--- src/rtl/phase_sequence_monitor_if.sv ---
// Phase-monitor bundle: sample strobe, phase inputs, clear, and the
// registered lock/error/statistics outputs of phase_sequence_monitor.
interface phase_sequence_monitor_if #(
    parameter int CNT_W = 16
);
    logic             en;
    logic [2:0]       in_code;
    logic [5:0]       in_onehot;
    logic             clr;
    logic             locked;
    logic             err_pulse;
    logic             err_sticky;
    logic [7:0]       err_cnt;
    logic [CNT_W-1:0] cycle_cnt;

    // Upstream side: drives samples and clear, observes status.
    modport master (
        output en, in_code, in_onehot, clr,
        input  locked, err_pulse, err_sticky, err_cnt, cycle_cnt
    );

    // Monitor side.
    modport slave (
        input  en, in_code, in_onehot, clr,
        output locked, err_pulse, err_sticky, err_cnt, cycle_cnt
    );
endinterface

--- src/rtl/phase_sequence_monitor.sv ---
// Watches a 6-state phase sequencer (code 000->001->011->111->110->100->000
// plus a one-hot copy lagging by one clock), locks after LOCK_COUNT
// consecutive legal transitions, and keeps error and cycle statistics.
module phase_sequence_monitor #(
    parameter int LOCK_COUNT = 6,
    parameter int CNT_W      = 16
) (
    input  logic                     clk,
    input  logic                     rst_n,
    phase_sequence_monitor_if.slave  mon
);
    typedef enum logic [1:0] {
        S_IDLE,
        S_ACQUIRE,
        S_LOCKED
    } state_t;

    localparam logic [3:0] LC = 4'(LOCK_COUNT);

    state_t           r_state;
    logic [2:0]       r_prev_code;
    logic             r_prev_valid;
    logic [3:0]       r_streak;
    logic             r_locked;
    logic             r_err_pulse;
    logic             r_err_sticky;
    logic [7:0]       r_err_cnt;
    logic [CNT_W-1:0] r_cycle_cnt;

    logic [5:0]       w_exp_onehot;
    logic [2:0]       w_succ;
    logic             w_code_illegal;
    logic             w_check;
    logic             w_bad_step;
    logic             w_err;
    logic             w_legal;
    logic             w_wrap;
    logic [3:0]       w_streak_inc;

    // Expected one-hot and legal successor of the previous code; an illegal
    // previous code has no successor, so any change away from it is an error.
    always_comb begin
        w_exp_onehot = '0;
        w_succ       = r_prev_code;
        case (r_prev_code)
            3'b000: begin w_exp_onehot = 6'b100000; w_succ = 3'b001; end
            3'b001: begin w_exp_onehot = 6'b010000; w_succ = 3'b011; end
            3'b011: begin w_exp_onehot = 6'b001000; w_succ = 3'b111; end
            3'b111: begin w_exp_onehot = 6'b000100; w_succ = 3'b110; end
            3'b110: begin w_exp_onehot = 6'b000010; w_succ = 3'b100; end
            3'b100: begin w_exp_onehot = 6'b000001; w_succ = 3'b000; end
            default: ;
        endcase
    end

    assign w_code_illegal = (mon.in_code == 3'b010) || (mon.in_code == 3'b101);
    assign w_check        = mon.en && r_prev_valid && (r_state != S_IDLE);
    assign w_bad_step     = (mon.in_code != r_prev_code) && (mon.in_code != w_succ);
    assign w_err          = w_check && (w_code_illegal || w_bad_step ||
                                        (mon.in_onehot != w_exp_onehot));
    assign w_legal        = w_check && !w_err && (mon.in_code != r_prev_code);
    assign w_wrap         = w_legal && (r_state == S_LOCKED) &&
                            (r_prev_code == 3'b100) && (mon.in_code == 3'b000);
    assign w_streak_inc   = r_streak + 4'd1;

    // Lock FSM with sample history, streak and the registered lock/pulse outputs.
    always_ff @(posedge clk or negedge rst_n) begin
        if (!rst_n) begin
            r_state      <= S_IDLE;
            r_prev_code  <= '0;
            r_prev_valid <= 1'b0;
            r_streak     <= '0;
            r_locked     <= 1'b0;
            r_err_pulse  <= 1'b0;
        end else begin
            r_err_pulse <= w_err;
            if (mon.en) begin
                r_prev_code  <= mon.in_code;
                r_prev_valid <= 1'b1;
                case (r_state)
                    S_IDLE: begin
                        r_state  <= S_ACQUIRE;
                        r_streak <= '0;
                        r_locked <= 1'b0;
                    end
                    S_ACQUIRE: begin
                        if (w_err) begin
                            r_streak <= '0;
                        end else if (w_legal) begin
                            r_streak <= w_streak_inc;
                            if (w_streak_inc == LC) begin
                                r_state  <= S_LOCKED;
                                r_locked <= 1'b1;
                            end
                        end
                    end
                    S_LOCKED: begin
                        if (w_err) begin
                            r_state  <= S_ACQUIRE;
                            r_streak <= '0;
                            r_locked <= 1'b0;
                        end
                    end
                    default: begin
                        r_state  <= S_IDLE;
                        r_streak <= '0;
                        r_locked <= 1'b0;
                    end
                endcase
            end
        end
    end

    // Error and cycle statistics; clear takes priority over a same-edge increment.
    always_ff @(posedge clk or negedge rst_n) begin
        if (!rst_n) begin
            r_err_sticky <= 1'b0;
            r_err_cnt    <= '0;
            r_cycle_cnt  <= '0;
        end else if (mon.clr) begin
            r_err_sticky <= 1'b0;
            r_err_cnt    <= '0;
            r_cycle_cnt  <= '0;
        end else begin
            if (w_err) begin
                r_err_sticky <= 1'b1;
                if (r_err_cnt != '1) begin
                    r_err_cnt <= r_err_cnt + 8'd1;
                end
            end
            if (w_wrap && (r_cycle_cnt != '1)) begin
                r_cycle_cnt <= r_cycle_cnt + 1'b1;
            end
        end
    end

    assign mon.locked     = r_locked;
    assign mon.err_pulse  = r_err_pulse;
    assign mon.err_sticky = r_err_sticky;
    assign mon.err_cnt    = r_err_cnt;
    assign mon.cycle_cnt  = r_cycle_cnt;
endmodule
--- src/flat_wrapper.sv ---
// flat-port wrapper written by rule: the top's interface ports become plain ports
module phase_sequence_monitor_flat 
#(
    parameter int LOCK_COUNT = 6,
    parameter int CNT_W      = 16
)
  (clk, rst_n, mon_en, mon_in_code, mon_in_onehot, mon_clr, mon_locked, mon_err_pulse, mon_err_sticky, mon_err_cnt, mon_cycle_cnt);
  phase_sequence_monitor_if #(.CNT_W(CNT_W)) mon_i ();
  input  logic clk;
  input  logic rst_n;
  input wire logic [$bits(mon_i.en)-1:0] mon_en;
  input wire logic [$bits(mon_i.in_code)-1:0] mon_in_code;
  input wire logic [$bits(mon_i.in_onehot)-1:0] mon_in_onehot;
  input wire logic [$bits(mon_i.clr)-1:0] mon_clr;
  output wire logic [$bits(mon_i.locked)-1:0] mon_locked;
  output wire logic [$bits(mon_i.err_pulse)-1:0] mon_err_pulse;
  output wire logic [$bits(mon_i.err_sticky)-1:0] mon_err_sticky;
  output wire logic [$bits(mon_i.err_cnt)-1:0] mon_err_cnt;
  output wire logic [$bits(mon_i.cycle_cnt)-1:0] mon_cycle_cnt;
  assign mon_i.en = mon_en;
  assign mon_i.in_code = mon_in_code;
  assign mon_i.in_onehot = mon_in_onehot;
  assign mon_i.clr = mon_clr;
  assign mon_locked = mon_i.locked;
  assign mon_err_pulse = mon_i.err_pulse;
  assign mon_err_sticky = mon_i.err_sticky;
  assign mon_err_cnt = mon_i.err_cnt;
  assign mon_cycle_cnt = mon_i.cycle_cnt;
  phase_sequence_monitor #(.LOCK_COUNT(LOCK_COUNT), .CNT_W(CNT_W)) u_core (.clk(clk), .rst_n(rst_n), .mon(mon_i));
endmodule
--- config.mk ---
export PLATFORM = sky130hd
export DESIGN_NAME = phase_sequence_monitor_flat
export DESIGN_NICKNAME = d
export VERILOG_FILES = /design/src/rtl/phase_sequence_monitor_if.sv /design/src/rtl/phase_sequence_monitor.sv /design/src/flat_wrapper.sv
export SDC_FILE = /design/constraint.sdc
export NUM_CORES = 1
export LEC_CHECK = 0
export CORE_MARGIN = 2
export CORE_UTILIZATION = 50
export CTS_BUF_LIST = sky130_fd_sc_hd__clkbuf_8
export DETAILED_ROUTE_END_ITERATION = 12
export PLACE_DENSITY = 0.73
export SLEW_MARGIN = 40
export SYNTH_ARGS = -nofsm -noshare
export SYNTH_HDL_FRONTEND = slang
export SYNTH_SLANG_ARGS = --single-unit
--- constraint.sdc ---
create_clock -name clk -period 2.55 [get_ports clk]
set_clock_uncertainty 0.1 [all_clocks]
set_input_delay 0.51 -clock clk [delete_from_list [all_inputs] [get_ports clk]]
set_output_delay 0.51 -clock clk [all_outputs]
set_load 0.01 [all_outputs]
==> flow_results.org <==
** Outcome
- The flow ran to the end, and the final reports show no timing, DRC or antenna violations.

** Timing
- Tcrit/Tclk final :: 0.974
- Slew Limit Headroom :: 0.636
- Worst hold-check slack :: 63.7 ps
- Final setup margin :: around 67 ps
- Setup violations remaining at the end of the flow were counted as 0.
- Final Hold Violating Endpoints :: 0
- For the pin with the worst max-slew slack, the measured transition is between 500 and 600 ps.
- Max Freq :: a little over 400 MHz
- Final Max Slew Viols :: 0
- For the finished layout, the period the worst path requires is 2480 ps.

** Cells and area
- From synthesis to final layout, the design area changed by 35.7%.
- Share of cells above drive strength 1 :: 0.222
- Design Area, Final :: 3190 sq um
- Final non-filler cell total :: between 300 and 400
- Final core utilization :: 0.718
- Post-layout net count :: ~340
- Count of inserted antenna diode cells :: 0

** Power
- Internal Pwr Total :: just over 0.9 mW
- Of the total power, combinational logic draws 0.171.
- For this design the ratio of total power to cell area is a little under 400 nW/um^2.
- Of the total power, registers draw 0.476.
- Share of total power consumed by net switching :: 0.272
- Of the total power, the clock network draws 0.353.
- VDD sags by at most roughly 310 uV.
- The analysis attributes to cell leakage a power of 1.24 nW.
- Summed over all nets, the switching power comes to about 0.34 mW.

** Place
- Final RePlAce weighted congestion :: about 0.83
- Buffers placed on the I/O ports in this run total 39.
- OpenSTA, run right after detailed placement, puts the worst setup slack at -444 ps.
- After legalization and detailed placement, the total HPWL measured between 3 and 4 mm.
- The placed instances occupy a cell area of between 2000 and 3000 sq um.
- The number of placed instances, taps included, is roughly 360.

** Synthesis
- Portion of the post-synthesis area used by sequential elements :: 0.383
- After technology mapping, the gate count stands at ~260.
- Number of register bits inferred by synthesis :: 36
- Number of synthesized flops with an enable pin :: 0
- In this run the cell area of the synthesized design comes to roughly 2400 sq um.
- Dominant synthesized flop cell :: sky130_fd_sc_hd__dfrtp_1
- After synthesis, the share of flip-flops with an asynchronous set or reset is 1.00.
- The number of nets in the synthesized netlist is around 270.
- Yosys printed 0 warnings.
- Unique masters post-synth :: 55
- Synthesized area divided by synthesized cell count :: roughly 9.2 sq um

** Routing
- The detail route stage leaves a number of antenna-violating nets equal to 0.
- Average vias per placed instance :: 6.07
- In the final routed layout, each cell accounts on average for between 15 and 20 um.
- The first detailed-routing pass ran for 4 iterations.
- After detailed routing, the number of remaining DRC violations is 0.
- Overall routed net length :: a little under 6 mm
- Initial DRC count :: about 160
- The routed layout has approximately 2300 vias.

** Clock tree
- Library cell used as clock root buffer :: sky130_fd_sc_hd__clkbuf_8
- Inserted Clock Buffers :: 5
- CTS tree :: yes
- For the worst-skew pair, the clock arrives at the later sink with an insertion delay of approximately 290 ps.
- Clk slew on worst S/H paths :: roughly 80 ps
- Hold Buf Count CTS :: 0
- Number of clock sinks :: 36
- The clock passes through at most 2 buffers.
- CTS HTree Levels :: 2

** Worst setup path
- Largest fanout on the critical path :: 11
- The worst setup path is captured at a register.
- Worst r2r dst :: u_core.mon.err_cnt[5]
- CP peak stage delay :: 510 ps
- At the worst endpoint, the required time is about 2700 ps.
- Broken down by cell family, the worst path's largest delay share belongs to simple AND/OR/NAND/NOR gates.
- For flop-to-flop paths, the worst setup slack is roughly 67 ps.
- Cell type with the highest occurrence count on the critical path :: sky130_fd_sc_hd__buf_4
- Cell chain of the critical path :: buf_4 > and2_1 > o211ai_1 > a32oi_4 > and3_4 > buf_4 > or4_1 > a21oi_1
- Worst reg2reg path startpoint :: u_core.r_prev_code[1]
- At the worst endpoint, the arrival time is ~2600 ps.
- The critical path in this run is classified as register to register.
- Critical Path Source Type :: register
- The slowest stage of the critical path belongs to the cell sky130_fd_sc_hd__or4_1.
- Counting cells, the worst reg-to-reg path comes to 8.
- The number of buffers and inverters on the critical path is 2.

** Global routing
- GR Util All Layers :: 0.225
- Global-route congestion overflow total :: 0
- Via count of the first global-routing pass :: 2010
- Maximum number of pins on one net before global-route repair :: 20
- The first global-routing pass estimated 9.32 mm of wire.
- The initial antenna violation count was 0.

** Floorplan
- Starting Density :: 0.530
- Area inside the core boundary :: 4440 sq um
- The floorplan step defined a die boundary enclosing 5270 sq um.
- Die Ht :: 72.6 um
- In this run the count of I/O pins placed on the die edge is 40.
- Standard-cell row count :: 24
- Die extent in x :: between 70 and 80 um

** Worst hold path
- The path class of the tightest hold or removal check is input port to asynchronous set/reset pin.

** Job
- Max-cap violations in this run came to 0.
-- worst register-to-register path: stages, from the launching register on --
cell and delay (ps):
sky130_fd_sc_hd__dfrtp_2 400, sky130_fd_sc_hd__buf_4 160, sky130_fd_sc_hd__and2_1 190, sky130_fd_sc_hd__o211ai_1 300, sky130_fd_sc_hd__a32oi_4 200, sky130_fd_sc_hd__and3_4 230, sky130_fd_sc_hd__buf_4 170, sky130_fd_sc_hd__or4_1 510
sky130_fd_sc_hd__a21oi_1 130
-- kinds of logic (layout without fill, tap and decap cells) --
family	after synthesis	after routing	share of synthesized area
flops	36	36	0.383
mux	8	8	0.0372
fa+ha+maj	4	4	0.0213
compound gates	68	68	0.199
buf+inv	26	89	0.0595
simple gates	107	109	0.278
xor+xnor	6	6	0.0223
-- state kept, by name (all words and copies together) (netlist names) --
name                   cells
u_core.r_state             1
u_core.r_streak            4
u_core.mon.err_sticky      1
u_core.r_prev_code         3
u_core.mon.locked          1
u_core.r_prev_valid        1
u_core.mon.err_pulse       1
u_core.mon.err_cnt         8
u_core.mon.cycle_cnt      16
-- power by group through the flow --
stage                     logic (mW)  registers (mW)  clock network, mW
final                          0.215           0.596              0.442
after detailed placement       0.173           0.608                  0
after CTS                      0.181           0.596              0.451
after global routing           0.234           0.598              0.475
after floorplan               0.0917           0.605                  0
after global placement         0.165           0.607                  0
-- layout make-up --
type                    instances  area (sq um)
multi-input cells             195          1430
inverters                      10          37.5
clock buffers                   6          82.6
repair buffers                 71           661
well taps                      52          65.1
flip-flops and latches         36           905
clock inverters                 2          13.8
fillers                       362          1250
-- synthesized netlist by cell type (3+ instances only) --
master                      n  area (sq um)
sky130_fd_sc_hd__and3_1     5          31.3
sky130_fd_sc_hd__inv_1     10          37.5
sky130_fd_sc_hd__nor2_1    19          71.3
sky130_fd_sc_hd__buf_6      5          56.3
sky130_fd_sc_hd__nand4_1    7          43.8
sky130_fd_sc_hd__clkbuf_1   6          22.5
sky130_fd_sc_hd__xnor2_1    3          26.3
sky130_fd_sc_hd__dfrtp_1   36           901
sky130_fd_sc_hd__ha_1       4          50.1
sky130_fd_sc_hd__nand2b_1   4          25.0
sky130_fd_sc_hd__nand2_1   12          45.0
sky130_fd_sc_hd__buf_2      4          20.0
sky130_fd_sc_hd__o31ai_1   15           113
sky130_fd_sc_hd__o211ai_1   4          30.0
sky130_fd_sc_hd__a31oi_1    3          18.8
sky130_fd_sc_hd__or4_1     14           105
sky130_fd_sc_hd__nand4b_1   3          26.3
sky130_fd_sc_hd__xor2_1     3          26.3
sky130_fd_sc_hd__a21oi_1   19          95.1
sky130_fd_sc_hd__nand3_1   12          60.1
sky130_fd_sc_hd__o21ai_0    9          45.0
sky130_fd_sc_hd__mux2_2     6          67.6
sky130_fd_sc_hd__or3_1      3          18.8
sky130_fd_sc_hd__nor2b_1    7          43.8
-- layout by cell type (no fill, tap or decap), drive strengths merged, types with 10 or more instances in the layout --
master / n
nor2: 19
o21ai: 12
nand3: 12
buf: 33
or4: 14
a21oi: 19
nand4: 10
dfrtp: 36
inv: 11
o31ai: 15
clkdlybuf4s50: 34
nand2: 12
-- timing repair --
action	CTS	global route
gates resized for setup	6	17
buffers inserted	0	6
pin swaps	1	8
endpoints found under the setup margin	15	19
cloned	1	1
-- through the flow --
step	power, mW	TNS (ps)
floorplan	0.696	0
global placement	0.773	-7910
detailed placement	0.781	-8690
CTS	1.23	0
global route	1.31	-93.5
finish	1.25	0
-- layer usage --
metal,wire length (um),global-route usage,up-vias
li1,-,-,1098
met1,2730,0.307,1105
met2,2810,0.368,50
met3,257,0.0414,5
met4,42,0.0658,0
met5,0,0,-
-- worst max-delay path by stage --
stage,depth (start not counted),startpoint,to
3_5_place_dp,7,mon_in_code[0],u_core.mon.cycle_cnt[9]
6_report,8,u_core.r_prev_code[1],u_core.mon.err_cnt[5]
2_1_floorplan,8,mon_in_code[1],u_core.mon.cycle_cnt[14]
5_1_grt,8,u_core.r_prev_code[1],u_core.mon.err_cnt[5]
3_3_place_gp,7,mon_in_code[1],u_core.mon.cycle_cnt[9]
4_1_cts,8,mon_in_onehot[0],u_core.mon.cycle_cnt[9]
Note: power is estimated with default switching activity, not from simulation.
